--- src/rtl/strela_jm_pkg.sv ---
// Shared types and constants for the N-input join/merge node.
package strela_jm_pkg;

  typedef enum logic [1:0] {
    JM_JOIN       = 2'b00,
    JM_JOIN_CTRL  = 2'b01,
    JM_MERGE_RR   = 2'b10,
    JM_MERGE_PRIO = 2'b11
  } jm_mode_e;

  localparam int JM_MAX_IN = 8;

endpackage

--- src/rtl/jm_skid_buffer.sv ---
// Two-entry registered output FIFO. Ready towards the producer comes only from
// the occupancy register, so the consumer's ready never reaches the producer combinationally.
module jm_skid_buffer #(
  parameter int WIDTH = 8
) (
  input  logic             clk,
  input  logic             rst,
  input  logic [WIDTH-1:0] push_data,
  input  logic             push_v,
  output logic             push_r,
  output logic [WIDTH-1:0] pop_data,
  output logic             pop_v,
  input  logic             pop_r
);

  // Valid/ready: a beat moves on a rising edge where valid and ready are both 1;
  // the sender holds data and valid stable until then, and ready may depend on valid.
  logic [WIDTH-1:0] head;
  logic [WIDTH-1:0] tail;
  logic [1:0]       count;
  logic             push;
  logic             pop;

  assign push_r   = (count != 2'd2);
  assign pop_v    = (count != 2'd0);
  assign pop_data = head;
  assign push     = push_v & push_r;
  assign pop      = pop_v & pop_r;

  always_ff @(posedge clk) begin
    if (rst) begin
      count <= 2'd0;
      head  <= '0;
      tail  <= '0;
    end else begin
      case ({push, pop})
        2'b10: begin
          if (count == 2'd0) head <= push_data;
          else               tail <= push_data;
          count <= count + 2'd1;
        end
        2'b01: begin
          if (count == 2'd2) head <= tail;
          count <= count - 2'd1;
        end
        2'b11: begin
          // Count stays put: with one entry the new beat replaces the head,
          // otherwise the tail advances into the head.
          if (count == 2'd1) begin
            head <= push_data;
          end else begin
            head <= tail;
            tail <= push_data;
          end
        end
        default: ;
      endcase
    end
  end

endmodule

--- src/rtl/join_merge_n.sv ---
// N-input join/merge node: all-lane join (optionally with control token) or
// single-lane merge with round-robin or fixed priority, feeding a 2-entry skid buffer.
module join_merge_n
  import strela_jm_pkg::*;
#(
  parameter  int DATA_WIDTH = 32,
  parameter  int NUM_IN     = 2,
  localparam int IDX_W      = $clog2(NUM_IN)
) (
  input  logic                         clk,
  input  logic                         rst,
  input  jm_mode_e                     mode,
  input  logic [NUM_IN*DATA_WIDTH-1:0] din,
  input  logic [NUM_IN-1:0]            din_v,
  output logic [NUM_IN-1:0]            din_r,
  input  logic                         cin,
  input  logic                         cin_v,
  output logic                         cin_r,
  output logic [NUM_IN*DATA_WIDTH-1:0] dout,
  output logic                         cout,
  output logic [IDX_W-1:0]             sel_idx,
  output logic                         dout_v,
  input  logic                         dout_r
);

  localparam int LW = NUM_IN * DATA_WIDTH;
  localparam int PW = LW + 1 + IDX_W;

  logic [IDX_W-1:0] ptr;
  logic [IDX_W-1:0] base;
  logic [IDX_W-1:0] grant;
  logic [IDX_W:0]   idx;
  logic             found;
  logic             space;
  logic             fire;
  logic             is_merge;
  logic [LW-1:0]    push_dout;
  logic             push_cout;
  logic [IDX_W-1:0] push_sel;
  logic [PW-1:0]    pop_payload;

  assign is_merge = mode[1];

  // Rotate by the pointer, find the first valid lane, rotate back.
  always_comb begin
    base  = (mode == JM_MERGE_RR) ? ptr : '0;
    grant = '0;
    found = 1'b0;
    idx   = '0;
    for (int k = 0; k < NUM_IN; k++) begin
      idx = {1'b0, base} + (IDX_W+1)'(k);
      if (idx >= (IDX_W+1)'(NUM_IN)) idx = idx - (IDX_W+1)'(NUM_IN);
      if (!found && din_v[idx[IDX_W-1:0]]) begin
        found = 1'b1;
        grant = idx[IDX_W-1:0];
      end
    end
  end

  always_comb begin
    case (mode)
      JM_JOIN:      fire = space & (&din_v);
      JM_JOIN_CTRL: fire = space & (&din_v) & cin_v;
      default:      fire = space & (|din_v);
    endcase
    fire  = fire & ~rst;
    din_r = is_merge ? ({{(NUM_IN-1){1'b0}}, fire} << grant) : {NUM_IN{fire}};
    cin_r = fire & (mode == JM_JOIN_CTRL);
  end

  always_comb begin
    push_dout = din;
    push_cout = cin;
    push_sel  = '0;
    if (is_merge) begin
      push_dout                 = '0;
      push_dout[DATA_WIDTH-1:0] = din[grant*DATA_WIDTH +: DATA_WIDTH];
      push_cout                 = (grant != '0);
      push_sel                  = grant;
    end
  end

  always_ff @(posedge clk) begin
    if (rst) begin
      ptr <= '0;
    end else if (fire && mode == JM_MERGE_RR) begin
      ptr <= (grant == IDX_W'(NUM_IN-1)) ? '0 : grant + 1'b1;
    end
  end

  jm_skid_buffer #(.WIDTH(PW)) u_skid (
    .clk      (clk),
    .rst      (rst),
    .push_data({push_sel, push_cout, push_dout}),
    .push_v   (fire),
    .push_r   (space),
    .pop_data (pop_payload),
    .pop_v    (dout_v),
    .pop_r    (dout_r)
  );

  assign dout    = pop_payload[LW-1:0];
  assign cout    = pop_payload[LW];
  assign sel_idx = pop_payload[PW-1 -: IDX_W];

endmodule

--- config.mk ---
export PLATFORM = sky130hd
export DESIGN_NAME = join_merge_n
export DESIGN_NICKNAME = d
export VERILOG_FILES = /design/src/rtl/strela_jm_pkg.sv /design/src/rtl/jm_skid_buffer.sv /design/src/rtl/join_merge_n.sv
export SDC_FILE = /design/constraint.sdc
export NUM_CORES = 1
export LEC_CHECK = 0
export ABC_AREA = 1
export ABC_CLOCK_PERIOD_IN_PS = 2500
export BUFFER_PORTS_ARGS = -buffer_cell sky130_fd_sc_hd__buf_2
export CAP_MARGIN = 15
export CORE_MARGIN = 1.5
export CORE_UTILIZATION = 30
export DETAILED_ROUTE_END_ITERATION = 10
export PLACE_DENSITY = 0.6
export SYNTH_ARGS = -nofsm -noshare
export SYNTH_HDL_FRONTEND = slang
export SYNTH_SLANG_ARGS = --single-unit
--- constraint.sdc ---
create_clock -name clk -period 2.5 [get_ports clk]
set_clock_uncertainty 0.2 [all_clocks]
set_input_delay 0.25 -clock clk [delete_from_list [all_inputs] [get_ports clk]]
set_output_delay 0.25 -clock clk [all_outputs]
set_load 0.02 [all_outputs]
Word-level counts from Yosys, hierarchy flattened --
Cells that the tools add are included.
Cells by class: shift-type cells 2, reductions and logical operators 13, bitwise gates (word level) 8, equality and inequality tests 12, muxes and demuxes 24, order comparisons 4, add/sub/neg operators 6
Operator list (count):
- $mux 66 | 5
- $pmux 66 s3 | 1
- $pmux 66 s2 | 1
- $mux 64 | 1
- $shiftx 64x7->32 | 1
- $mux 1 | 13
- $eq 2x2->1 const B | 4
- $and 1x1->1 | 7
- $eq 2x1->1 const B | 3
- $ne 2x2->1 const B | 3
- $reduce_and 3->1 | 2
- $reduce_bool 2->1 | 3
- $logic_not 2->1 | 2
- $lt 1x2->1 const B | 2
- $ne 2x1->1 const B | 2
- $pmux 2 s2 | 1
- $reduce_bool 3->1 | 1
- $add 1x1->2 const B | 1
- $add 2x1->2 const B | 1
- $ge 1x2->1 const B | 1
- $ge 2x2->1 const B | 1
- $logic_and 1x1->1 | 2
- $mux 2 | 1
- $pmux 1 s2 | 1
- 8 further kinds | 9
Storage, ports and cells: bits of input ports 73, register bits after elaboration 135

Longest topological paths before layout --
depth after elaboration 14, gate-level depth with buffers 17, depth with buffers taken out 16

Cells and area by module --
Synthesis repeated with hierarchy kept, for this count alone.
Second synthesis, totals: cell total of the unflattened synthesis 1329, area, all modules 7547.2 µm²
By module, submodules not included:
- jm_skid_buffer | instances 1, cells each 1158, area an instance 6732.7 µm²
- join_merge_n | instances 1, cells each 171, area an instance 814.5 µm²

Least setup slack after synthesis --
No wires, ideal clock.
kind register to register, start point register u_skid.count[0], end point register u_skid.tail[22], period minus slack after synthesis 2.473 ns, slack 0.027 ns, cell stages (with the launch flop) 18, arrival 2.164 ns, data required time 2.191 ns, path through dfxtp_1 -> inv_1 -> ha_1 -> inv_2 -> nand2_1 -> inv_1 -> buf_4 -> buf_4 -> ha_1 -> inv_2 -> o21ai_1 -> nand2_2 -> inv_4 -> buf_6 -> buf_6 -> nand2_1 -> nand2_1 -> inv_1
RTL lines:
- start, declared | line jm_skid_buffer.sv:20 | logic [1:0] count;
- start signal, assigned | line jm_skid_buffer.sv:40 | count <= count + 2'd1;
- start signal, assigned | line jm_skid_buffer.sv:44 | count <= count - 2'd1;
- $reduce_bool 2->1 * | line jm_skid_buffer.sv:25 | assign pop_v = (count != 2'd0);
- via dout_v | line join_merge_n.sv:22 | output logic dout_v,
- $and 1x1->1 * | line jm_skid_buffer.sv:28 | assign pop = pop_v & pop_r;
- $eq 2x2->1 | line jm_skid_buffer.sv:36 | case ({push, pop})
- $ne 2x2->1 (no line) or $reduce_bool 2->1 (tied branches)
- $reduce_and 3->1 (no line)
- end signal, assigned | line jm_skid_buffer.sv:39 | else tail <= push_data;
- end signal, assigned | line jm_skid_buffer.sv:53 | tail <= push_data;
- end, declared | line jm_skid_buffer.sv:19 | logic [WIDTH-1:0] tail;
The timed path passes the listed nets; every way through them passes the cells marked *. A chain may end at the register's enable or synchronous reset.

Worst setup path after layout --
start point register u_skid.count[0], end point register u_skid.head[45], in the netlist u_skid.pop_data[45]
On the way: cells in the longest elaborated chain, start to end 9
Ends and longest elaborated chain:
- $ne 2x2->1 | line jm_skid_buffer.sv:24 | assign push_r = (count != 2'd2);
- $and 1x1->1 | line join_merge_n.sv:62, join_merge_n.sv:63
- $and 1x1->1 | line join_merge_n.sv:63 | JM_JOIN_CTRL: fire = space & (&din_v) & cin_v;
- $pmux 1 s2 | line join_merge_n.sv:61 | case (mode)
- $and 1x1->1 | line join_merge_n.sv:66 | fire = fire & ~rst;
- $and 1x1->1 | line jm_skid_buffer.sv:27 | assign push = push_v & push_r;
- $eq 2x1->1 or $eq 2x2->1 (tied branches) | line jm_skid_buffer.sv:36
- $ne 2x1->1 (no line) or $reduce_bool 3->1 (tied branches)
- $reduce_and 3->1 (no line)
- end signal, assigned | line jm_skid_buffer.sv:38 | if (count == 2'd0) head <= push_data;
- end signal, assigned | line jm_skid_buffer.sv:43 | if (count == 2'd2) head <= tail;
- end signal, assigned | line jm_skid_buffer.sv:50 | head <= push_data;
- end, declared | line jm_skid_buffer.sv:18 | logic [WIDTH-1:0] head;
Several ways; a longest one is shown, not always the timed one.

==> run summary <==
Hold/Removal Path Class - in -> reg
hold slack - 0.00932 ns
total congestion overflow - 0
status - finished with violations
Die X - 153 um
H-tree levels - 4
Hold Fails Final Rpt - 0
critical path data arrival time - 2.47 ns
final period utilization - 0.941
via count - 7162
DR DRC count - 14
vias per cell - 4.88
Worst Max-Slew Pin Slew - 0.913 ns
# rows - 54
crit end category - flop
n_diodes - 0
cell area after synthesis - 6740 um^2
CTS tree - done
CP Max Fanout - 13
Initial Util - 0.307
1st-pass router iterations - 8
core area - 22000 um^2
IO Pins - 143
clock tree sinks - 135
Slew headroom - 0.391
Syn-to-layout area delta - 33.9%
length in cells of the worst reg-to-reg path - 15
Syn Nets - 1083
global-route wire length before repair - 35200 um
Place WS - 0.0368 ns
setup slack after layout - 0.147 ns
WL/cell - 16.3 um
Peak Freq - 0.425 GHz
Mean Syn Cell Area - 6.72 um^2
Finish-stage setup viols - 0
Design Area, Final - 9030 um^2
die span in y - 153 um
Die Area - 23400 um^2
initial antenna violation count - 0
placed cell areas - 7620 um^2
leak pwr - 4.51 nW
synth unique cells - 25
hold depth - 5
PD cells - 1140 nW/um^2
total power - 0.0103 W
failing checks - design-rule violations
Port Buf Inserts - 142
root buffer cell - clkbuf_16
Tot GR Track Use - 0.189
Seq/Total Area, Yosys - 0.401
worst-case clock buffer depth - 2
CP Launch Type - flop
antenna-violating nets left - 0
vias in the first global route - 6668
cell count after synthesis - 1003
Worst-path clk slew - 0.06 ns
RePlAce Congestion - 0.882
CTS Buf Count - 17
Max Cap Violations - 0
Req. time, crit path - 2.62 ns
synth warn - 0
layout cells sized above 1 - 0.218
Synth Register Bits - 135
crit path kind - reg -> reg
largest net degree at the start of global routing - 97
max-slew violation total from the final report - 0
Clock Latency Late Sink - 0.42 ns
Post-Route WL - 23900 um
DP HPWL - 13900 um
maximum VDD drop - 0.604 mV
final net count - 1254
Starting DRT DRC Count - 571
min Tclk post-route - 2.35 ns
==> cell type report <==
class                           instances  area, um^2
Fill cell                            2303       12900
Multi-Input combinational cell        674        3210
Sequential cell                       135        2700
Timing Repair Buffer                  227        1700
Inverter                              119         464
Clock buffer                           20         457
Tap cell                              280         350
Clock inverter                         12         151
==> where the power goes <==
group	switching [W]	internal (W)
logic	0.00286	0.00158
clock network	0.00100	0.00162
registers	0.000378	0.00289
==> path summary, 6_finish.rpt <==
kind / slack [ns] / to / start
worst max-delay path: 0.15 / u_skid.pop_data[45] / u_skid.count[0]
worst min-delay path: 0.009 / u_skid.pop_data[20] / din[20]
worst max register to register: 0.15 / u_skid.pop_data[45] / u_skid.count[0]
worst min register to register: 0.27 / u_skid.tail[37] / u_skid.tail[37]
==> sequential cells by signal (all words and copies together), names as in the netlist <==
signal,cells
ptr,1
u_skid.count,2
u_skid.pop_data,66
u_skid.tail,66
==> through the flow <==
step / TNS (ns) / utilization / std cells
6_report: 0 / 0.411 / 1467
5_1_grt: -0.00172 / 0.411 / 1467
4_1_cts: 0 / 0.397 / 1455
3_5_place_dp: 0 / 0.347 / 1375
3_3_place_gp: 0 / 0.347 / 1375
2_1_floorplan: 0 / - / 1003
==> synthesized netlist by cell type, drive strengths merged <==
library cell	number	area, um^2
o21ai	131	656
nor3	1	5.00
o21bai	1	11.3
nand2	182	766
dfxtp	135	2700
buf	49	319
a31oi	34	213
xor2	2	17.5
nor2	142	536
inv	119	449
ha	7	87.6
a21oi	70	350
nand3	104	526
clkbuf	26	105
==> cell families after synthesis <==
kind of cell,count (synthesis),synth area share
AO/OA/AOI/OAI,236,0.182
XOR/XNOR,2,0.00260
adder cells (fa/ha/maj),7,0.0130
buffers and inverters,194,0.130
flip-flops,135,0.401
AND/OR/NAND/NOR,429,0.272
==> cells in the final DEF (no fill, tap or decap), types with 2 or more instances in the layout <==
cell and count:
a31oi_1 34, o21ai_1 3, buf_6 6, nand2_2 31, buf_16 2, dfxtp_1 134
buf_12 3, clkinvlp_4 5, nor2_1 141, nand3_1 102, o21ai_0 128, xor2_1 2
inv_2 8, nand2_1 150, buf_4 17, inv_6 2, clkbuf_8 2, ha_1 6
a21oi_1 70, dlygate4sd3_1 48, clkbuf_16 24, inv_1 108, bufinv_16 3, clkinv_2 3
buf_2 143
==> metal layers <==
| metal | track usage | wire [um] | up-vias | share of wire |
|---|---|---|---|---|
| met3 | 0.0383 | 1490 | 19 | 0.062 |
| met5 | 0 | 0 | - | 0 |
| li1 | - | - | 3573 | - |
| met4 | 0.0453 | 310 | 0 | 0.013 |
| met2 | 0.323 | 11300 | 253 | 0.47 |
| met1 | 0.245 | 10700 | 3317 | 0.45 |
==> what timing repair did <==
| action | in CTS | in global routing |
|---|---|---|
| hold buffers | 48 | 0 |
| gates resized for setup | 0 | 28 |
| setup buffers | 0 | 2 |
| endpoints found under the setup margin | 0 | 132 |
| endpoints found under the hold margin | 52 | 0 |
==> worst max-delay path, cell delays in order (launching register included) <==
cell	delay, ns
dfxtp_2	0.35
inv_1	0.06
ha_1	0.20
inv_2	0.07
nand3_2	0.07
inv_2	0.05
nand2_1	0.07
buf_4	0.17
ha_4	0.18
o21bai_4	0.19
buf_4	0.16
buf_8	0.14
nand3_1	0.06
o21ai_0	0.09
nor2_1	0.13
nor2_1	0.05
No activity file was read; power rests on OpenSTA's default activity.
